[src/rtl/snn_pkg.sv]
// Shared types and width helpers for the spiking-network winner-take-all controller.
package snn_pkg;

    typedef enum logic [1:0] {
        S_IDLE = 2'd0,
        S_ARM  = 2'd1,
        S_RUN  = 2'd2,
        S_DONE = 2'd3
    } snn_state_e;

    // A single class or a budget of one still needs one bit of index.
    function automatic int cls_w(input int n);
        return (n > 1) ? $clog2(n) : 1;
    endfunction

    function automatic int cyc_w(input int m);
        return (m > 1) ? $clog2(m) : 1;
    endfunction

endpackage

[src/rtl/snn_prio_enc.sv]
// Lowest-index-first priority encoder over the neuron fire flags.
module snn_prio_enc
    import snn_pkg::*;
#(
    parameter int N = 4
) (
    input  logic [N-1:0]        i_req,
    output logic [cls_w(N)-1:0] o_index,
    output logic                o_any
);

    localparam int IW = cls_w(N);

    // Scan downward so the last hit written is the lowest set bit.
    always_comb begin
        o_index = '0;
        o_any   = |i_req;
        for (int i = N - 1; i >= 0; i--) begin
            if (i_req[i]) o_index = IW'(i);
        end
    end

endmodule

[src/rtl/snn_wta_ctrl.sv]
// Winner-take-all controller: arms the neuron bank, streams spikes, and reports the first neuron to saturate.
module snn_wta_ctrl
    import snn_pkg::*;
#(
    parameter int N_CLASSES  = 10,
    parameter int MAX_CYCLES = 2048
) (
    input  logic                          clk,
    input  logic                          rst,
    input  logic                          start,
    input  logic [N_CLASSES-1:0]          fire_i,
    output logic                          neuron_rst_n,
    output logic                          spike_en,
    output logic                          busy,
    output logic                          result_valid,
    input  logic                          result_ready,
    output logic [cls_w(N_CLASSES)-1:0]   result_class,
    output logic                          result_timeout,
    output logic [cyc_w(MAX_CYCLES)-1:0]  result_cycles
);

    localparam int CW = cls_w(N_CLASSES);
    localparam int TW = cyc_w(MAX_CYCLES);
    localparam logic [TW-1:0] LAST = TW'(MAX_CYCLES - 1);

    snn_state_e    r_state, w_next;
    logic [TW-1:0] r_cnt;
    logic [CW-1:0] r_class;
    logic [TW-1:0] r_cycles;
    logic          r_timeout;
    logic [CW-1:0] w_idx;
    logic          w_any;

    snn_prio_enc #(.N(N_CLASSES)) u_prio (
        .i_req   (fire_i),
        .o_index (w_idx),
        .o_any   (w_any)
    );

    always_ff @(posedge clk or negedge rst) begin
        if (!rst) r_state <= S_IDLE;
        else      r_state <= w_next;
    end

    always_comb begin
        w_next = r_state;
        case (r_state)
            S_IDLE:  if (start) w_next = S_ARM;
            S_ARM:   w_next = S_RUN;
            S_RUN:   if (w_any || (r_cnt == LAST)) w_next = S_DONE;
            S_DONE:  if (result_ready) w_next = S_IDLE;
            default: w_next = S_IDLE;
        endcase
    end

    // Counter stops advancing once a decision is taken, so it never wraps.
    always_ff @(posedge clk or negedge rst) begin
        if (!rst) begin
            r_cnt     <= '0;
            r_class   <= '0;
            r_cycles  <= '0;
            r_timeout <= 1'b0;
        end else begin
            case (r_state)
                S_ARM: r_cnt <= '0;
                S_RUN: begin
                    if (w_any) begin
                        r_class   <= w_idx;
                        r_cycles  <= r_cnt;
                        r_timeout <= 1'b0;
                    end else if (r_cnt == LAST) begin
                        r_class   <= '0;
                        r_cycles  <= LAST;
                        r_timeout <= 1'b1;
                    end else begin
                        r_cnt <= r_cnt + 1'b1;
                    end
                end
                default: ;
            endcase
        end
    end

    // Neuron reset stays released in DONE so balances remain readable.
    assign neuron_rst_n   = (r_state != S_IDLE);
    assign spike_en       = (r_state == S_RUN);
    assign busy           = (r_state != S_IDLE);
    assign result_valid   = (r_state == S_DONE);
    assign result_class   = r_class;
    assign result_cycles  = r_cycles;
    assign result_timeout = r_timeout;

endmodule

[config.mk]
export PLATFORM = sky130hd
export DESIGN_NAME = snn_wta_ctrl
export DESIGN_NICKNAME = d
export VERILOG_FILES = /design/src/rtl/snn_pkg.sv /design/src/rtl/snn_prio_enc.sv /design/src/rtl/snn_wta_ctrl.sv
export SDC_FILE = /design/constraint.sdc
export NUM_CORES = 1
export LEC_CHECK = 0
export CAP_MARGIN = 0
export CORE_ASPECT_RATIO = 1.2
export CORE_MARGIN = 3
export CORE_UTILIZATION = 49
export CTS_BUF_LIST = sky130_fd_sc_hd__clkbuf_4 sky130_fd_sc_hd__clkbuf_8 sky130_fd_sc_hd__clkbuf_16
export DETAILED_ROUTE_END_ITERATION = 7
export PLACE_DENSITY_LB_ADDON = 0.08
export SYNTH_ARGS = -nofsm -noshare
export SYNTH_HDL_FRONTEND = slang
export SYNTH_SLANG_ARGS = --single-unit
export TNS_END_PERCENT = 100
[constraint.sdc]
create_clock -name clk -period 2.2 [get_ports clk]
set_input_delay 0.22 -clock clk [delete_from_list [all_inputs] [get_ports clk]]
set_output_delay 0.22 -clock clk [all_outputs]
set_load 0.02 [all_outputs]
==> flow_metrics.tcl, run 1 <==
set metrics [dict create \
    synth_top_family_by_area "compound AO/OA/AOI/OAI gates" \
    path_clk_slew_ps 100 \
    yosysSeqAreaShare_pct 48.7 \
    finClkSkew_ps 8.15 \
    synthTopCellsByArea "dfrtp_1 (49%), o22a_1 (6.5%), ha_1 (4.2%), nand2_1 (3.8%), nor4_4 (2.9%)" \
    synth-xor-area-share_pct 0 \
    setup_tns_ps 0 \
    fin_ws_ps 122 \
    post-place-ws_ps -165 \
    rr_startpoint "r_cnt[0]$_DFFE_PN0P_" \
    ant_nets 0 \
    avgRoutedWirePerCell_microns 15.4 \
    ys_ff_latch 29 \
    netlist_area_sq_um 1490 \
    ys_warn_count 0 \
    grt_pass1_vias 1370 \
    report.final.slew_viol_count 0 \
    synthArstFlopShare_pct 100 \
    drc 0 \
    dp_hpwl_microns 2660 \
    hp-class "in2async" \
    globalRouteOverflowTotal 0 \
    outcome "complete, no violations" \
    drive_gt1_share_pct 17.7 \
    drv_cap 0 \
    synth_fp_nets 161 \
    grt_start_max_net_pins 30 \
    crit_end "r_cnt[9]$_DFFE_PN0P_" \
    avgSynthCellArea_sq_um 10.5 \
    synth_top_area_share_pct 48.7 \
    die_area_sq_um 3740 \
    cts-hold-fix-buffers 0 \
    synth_edf_count 0 \
    clock-root-buffer "clkbuf_4" \
    r2r_end "r_cnt[9]$_DFFE_PN0P_" \
    core_area_sq_um 2840 \
    numCtsBuffers 5 \
    ys_types 41 \
    first_pass_iters 4 \
    antenna_found_initial 0 \
    final_hold_viol_count 0 \
    clock_latency_ps 320 \
    p_leak_uw 0.000903 \
    period_share_pct 94.5 \
    path_max_fanout 8 \
    max_freq_mhz 481 \
    place_congestion 0.915 \
    muxShareOfSynthArea_pct 1.43 \
    ir_worst_vdd_mv 0.947 \
    drt_iter0_markers 11 \
    track_usage_pct 21.2 \
    critical_path.startpoint "r_cnt[0]$_DFFE_PN0P_" \
    cts_sinks 29 \
    row_count 21 \
    yosys.area_share.simple_pct 19.6 \
    synthCells 142 \
    cts_setup_buffers 0 \
    start_util_pct 52.5 \
    drt-total-wl_microns 3490 \
    setup_viol 0 \
    die_height_microns 66.4 \
    vias 1338 \
    synth_ff_type "dfrtp_1" \
    r2r_cells 6 \
    p_per_area_nw_per_um2 1230 \
    io_pins 34 \
    n_fill_cell 226 \
    port_buffers 33 \
    max_slew_margin_pct 73.1 \
    synth_compound_area_share_pct 20.8 \
    design_power_total_uw 2470 \
    cp.required_ps 2470 \
    die_width_microns 56.3 \
    crit_type "reg2reg" \
    rsz0062_at_grt "false" \
    r2r_slack_ps 120 \
    synth_adder_area_share_pct 4.20 \
    n_antenna_cell 0 \
    grt_pass1_wl_microns 6070 \
    worst_pin_slew_ps 399 \
    synth_top_area_cell "dfrtp_1" \
    cts_tree "built" \
    critPathLaunchType "register" \
    crit_arrival_ps 2340 \
    area_delta_synth_final_pct 35.0 \
    layout.nets 210 \
    min_period_ps 2080 \
    clk_path_buf_depth 2 \
    via_per_inst 5.92 \
    htree_levels 2 \
    end_kind "register" \
]
cells in the final DEF (no fill, tap or decap), drive strengths merged:
master / n
a21o: 2
a21oi: 3
a221oi: 1
a22o: 3
a41oi: 1
and3: 1
and4: 1
buf: 15
clkbuf: 7
clkdlybuf4s50: 33
clkinv: 1
dfrtp: 29
ha: 5
inv: 9
mux2: 1
mux2i: 1
nand2: 16
nand2b: 1
nand3: 7
nand4: 3
nor2: 9
nor3: 6
nor4: 3
o211ai: 2
o21a: 1
o21ai: 5
o21bai: 1
o22a: 11
o22ai: 1
o311ai: 2
o31a: 1
o31ai: 2
o32a: 1
o41ai: 3
or2b: 1
or4: 3
report_power, final:
| part | internal (uW) | leakage (uW) | total, uW | switching [uW] |
|---|---|---|---|---|
| registers | 692 | 0.000375 | 773 | 80.2 |
| logic | 602 | 0.000487 | 1320 | 720 |
| clock network | 185 | 0.0000413 | 372 | 186 |
per-layer routing:
metal	up-vias	GRT usage [%]	part of all wire [%]
li1	633	-	-
met2	55	35.8	51
met3	6	6.05	7.5
met1	644	24.3	40
met5	-	0	0
met4	0	10.7	1.5
logic make-up (layout without fill, tap and decap cells):
kind of cell | Yosys count | count (layout)
DFF | 29 | 29
buffers and inverters | 15 | 65
and+or+nand+nor | 51 | 51
AOI/OAI and AO/OA | 40 | 40
adders and majority gates | 5 | 5
muxes | 2 | 2
flip-flops by register name, summed over array words and instances, names as in the netlist:
name,flops
result_timeout,1
result_cycles,11
r_cnt,11
r_state,2
result_class,4
synth_stat cells (all sizes together) (2+ instances only):
cell / count
dfrtp: 29
nand2: 16
o22a: 11
inv: 9
nor2: 9
nand3: 7
nor3: 6
buf: 5
ha: 5
o21ai: 5
a21oi: 3
a22o: 3
nand4: 3
nor4: 3
o41ai: 3
or4: 3
a21o: 2
o211ai: 2
o311ai: 2
o31ai: 2
through the flow:
step,hold slack [ps],cells,util (%),cell area [sq um]
6_report,265,226,70.9,2010
5_1_grt,289,226,70.9,2010
2_1_floorplan,-75.6,142,-,1490
3_3_place_gp,461,218,68.0,1930
3_5_place_dp,479,218,68.0,1930
4_1_cts,264,226,70.5,2000
worst min-delay path by stage:
stage                              endpoint                         from
2_1_floorplan          r_cnt[0]$_DFFE_PN0P_                          rst
3_5_place_dp    result_class[2]$_DFFE_PN0P_  result_class[2]$_DFFE_PN0P_
4_1_cts        result_cycles[4]$_DFFE_PN0P_                          rst
3_3_place_gp    result_class[1]$_DFFE_PN0P_  result_class[1]$_DFFE_PN0P_
6_report               r_cnt[4]$_DFFE_PN0P_                          rst
5_1_grt                r_cnt[4]$_DFFE_PN0P_                          rst
critical path, stage by stage (launching register included):
cell and delay (ps):
dfrtp_1 430, ha_2 220, nand4_1 160, nor3_4 90, or4_4 530, or4_1 480, nand3_1 100
area by class of cell:
class / count / area (sq um) / share of cell area (%)
Sequential cell: 29 / 726 / 36.1
Multi-Input combinational cell: 98 / 697 / 34.6
Timing Repair Buffer: 48 / 443 / 22.0
Clock buffer: 7 / 65.1 / 3.23
Tap cell: 34 / 42.5 / 2.11
Inverter: 9 / 33.8 / 1.68
Clock inverter: 1 / 5.00 / 0.249
repair_timing:
item	4_1_cts	5_1_grt
resized for setup	0	3
endpoints found under the setup margin	0	3
hold endpoints to repair	0	0
(Power assumes the default switching activity.)
==> run 2, diff against run 1 <==
--- a/config.mk
+++ b/config.mk
@@ -6,9 +6,11 @@
 export NUM_CORES = 1
 export LEC_CHECK = 0
 export CAP_MARGIN = 0
+export CELL_PAD_IN_SITES_DETAIL_PLACEMENT = 0
+export CELL_PAD_IN_SITES_GLOBAL_PLACEMENT = 1
 export CORE_ASPECT_RATIO = 1.2
 export CORE_MARGIN = 3
-export CORE_UTILIZATION = 49
+export CORE_UTILIZATION = 38
 export CTS_BUF_LIST = sky130_fd_sc_hd__clkbuf_4 sky130_fd_sc_hd__clkbuf_8 sky130_fd_sc_hd__clkbuf_16
 export DETAILED_ROUTE_END_ITERATION = 7
 export PLACE_DENSITY_LB_ADDON = 0.08
==> run 2 against run 1 <==
  * Worst hold slack improved by 68 ps
  * Global-route usage fell by 5.9 points
  * Critical path type is now reg2out
  * Cell area rose by 2.9%
  * Via count fell by 2.5%
  * Routed wire length fell by 3.8%
  * Combinational power barely moved
==> flow_metrics.tcl, run 2 (same netlist as run 1, synthesis figures left out) <==
set metrics [dict create \
    drt_iter0_markers 59 \
    max_freq_mhz 479 \
    path_max_fanout 11 \
    row_count 24 \
    grt_start_max_net_pins 30 \
    drt-total-wl_microns 3360 \
    die_area_sq_um 4710 \
    rsz0062_at_grt "false" \
    path_clk_slew_ps 60 \
    htree_levels 2 \
    die_height_microns 74.6 \
    ir_worst_vdd_mv 0.854 \
    via_per_inst 5.33 \
    p_per_area_nw_per_um2 1230 \
    clock-root-buffer "clkbuf_8" \
    area_delta_synth_final_pct 39.0 \
    max_slew_margin_pct 73.8 \
    drive_gt1_share_pct 17.6 \
    dp_hpwl_microns 2570 \
    globalRouteOverflowTotal 0 \
    period_share_pct 95.0 \
    grt_pass1_wl_microns 5530 \
    first_pass_iters 5 \
    p_leak_uw 0.000925 \
    ant_nets 0 \
    final_common_cell "clkdlybuf4s50_1" \
    hp-class "in2async" \
    vias 1305 \
    die_width_microns 63.2 \
    layout.nets 211 \
    placedCellCount 237 \
    crit_arrival_ps 1870 \
    port_buffers 33 \
    setup_viol 0 \
    fin_cells 245 \
    grt_pass1_vias 1261 \
    finalInstanceArea_sq_um 2070 \
    track_usage_pct 15.2 \
    io_pins 34 \
    final_hold_viol_count 0 \
    placed_area_sq_um 1960 \
    clock_latency_ps 280 \
    core_area_sq_um 3690 \
    drc 0 \
    critPathLaunchType "register" \
    avgRoutedWirePerCell_microns 13.7 \
    outcome "complete, no violations" \
    min_period_ps 2090 \
    regArea_sq_um 726 \
    finClkSkew_ps 5.18 \
    clk_path_buf_depth 2 \
    end_kind "primary output" \
    antenna_found_initial 0 \
    n_fill_cell 336 \
    cts-hold-fix-buffers 0 \
    start_util_pct 40.3 \
    crit_type "reg2out" \
    hold_slack_ps 334 \
    cts_tree "built" \
    report.final.slew_viol_count 0 \
    cts_resized 0 \
    final_cell_mix "clkdlybuf4s50_1 (33), dfrtp_1 (29), buf_4 (16), nand2_1 (15), o22a_1 (11)" \
    cp.required_ps 1980 \
    setup_tns_ps 0 \
    place_congestion 0.816 \
    worst_pin_slew_ps 392 \
    drv_cap 0 \
    multi_input_area_sq_um 694 \
    cts_setup_buffers 0 \
    n_antenna_cell 0 \
    numCtsBuffers 5 \
    cts_sinks 29 \
]
[run 2: worst paths after layout]
kind,from,to,slack [ps],cells past startpoint
worst max-delay path,r_state[0]$_DFFE_PN0P_,spike_en,110,3
worst min-delay path,rst,r_cnt[7]$_DFFE_PN0P_,330,2
worst max register to register,r_cnt[0]$_DFFE_PN0P_,r_cnt[9]$_DFFE_PN0P_,130,6
worst min register to register,result_class[2]$_DFFE_PN0P_,result_class[2]$_DFFE_PN0P_,480,2
max in group asynchronous,rst,result_cycles[3]$_DFFE_PN0P_,1600,2
min in group clk,result_class[2]$_DFFE_PN0P_,result_class[2]$_DFFE_PN0P_,480,2
[run 2: through the flow]
stage                     util, %  worst slack (ps)  total power (uW)
final                        56.1               111              2550
after global routing         56.1              23.7              2720
after detailed placement     53.1              -126              2090
after CTS                    55.8              73.6              2580
after floorplan                 -               220              1570
after global placement       53.1             -63.4              2060
[run 2: worst max-delay path, cell delays in order (launching register included)]
cell and delay (ps):
dfrtp_1 390, inv_1 100, ha_1 400, clkdlybuf4s50_1 690
[run 2: power by group]
part / internal [uW] / leakage [uW] / total (uW) / switching [uW]
registers: 694 / 0.000375 / 773 / 78.3
logic: 598 / 0.000495 / 1300 / 698
clock network: 282 / 0.0000542 / 480 / 197
[run 2: final cells by class]
| type | instances | share of cell area (%) |
|---|---|---|
| sequential | 29 | 35.0 |
| multi-input combinational | 98 | 33.5 |
| timing repair buffer | 49 | 21.8 |
| clock buffer | 7 | 4.65 |
| tap | 52 | 3.14 |
| inverter | 9 | 1.63 |
| clock inverter | 1 | 0.242 |
[run 2: routing by layer]
layer	GRT usage [%]	up-vias	wire, microns
met3	4.68	11	210
met5	0	-	0
met4	6.62	0	65
met2	27.1	45	1700
li1	-	637	-
met1	17.0	612	1380
==> run 3, diff against run 2 <==
--- a/config.mk
+++ b/config.mk
@@ -14,6 +14,7 @@
 export CTS_BUF_LIST = sky130_fd_sc_hd__clkbuf_4 sky130_fd_sc_hd__clkbuf_8 sky130_fd_sc_hd__clkbuf_16
 export DETAILED_ROUTE_END_ITERATION = 7
 export PLACE_DENSITY_LB_ADDON = 0.08
+export SLEW_MARGIN = 20
 export SYNTH_ARGS = -nofsm -noshare
 export SYNTH_HDL_FRONTEND = slang
 export SYNTH_SLANG_ARGS = --single-unit
==> results of run 3 <==
The final DEF is identical to that of run 2; final timing and power are the same.
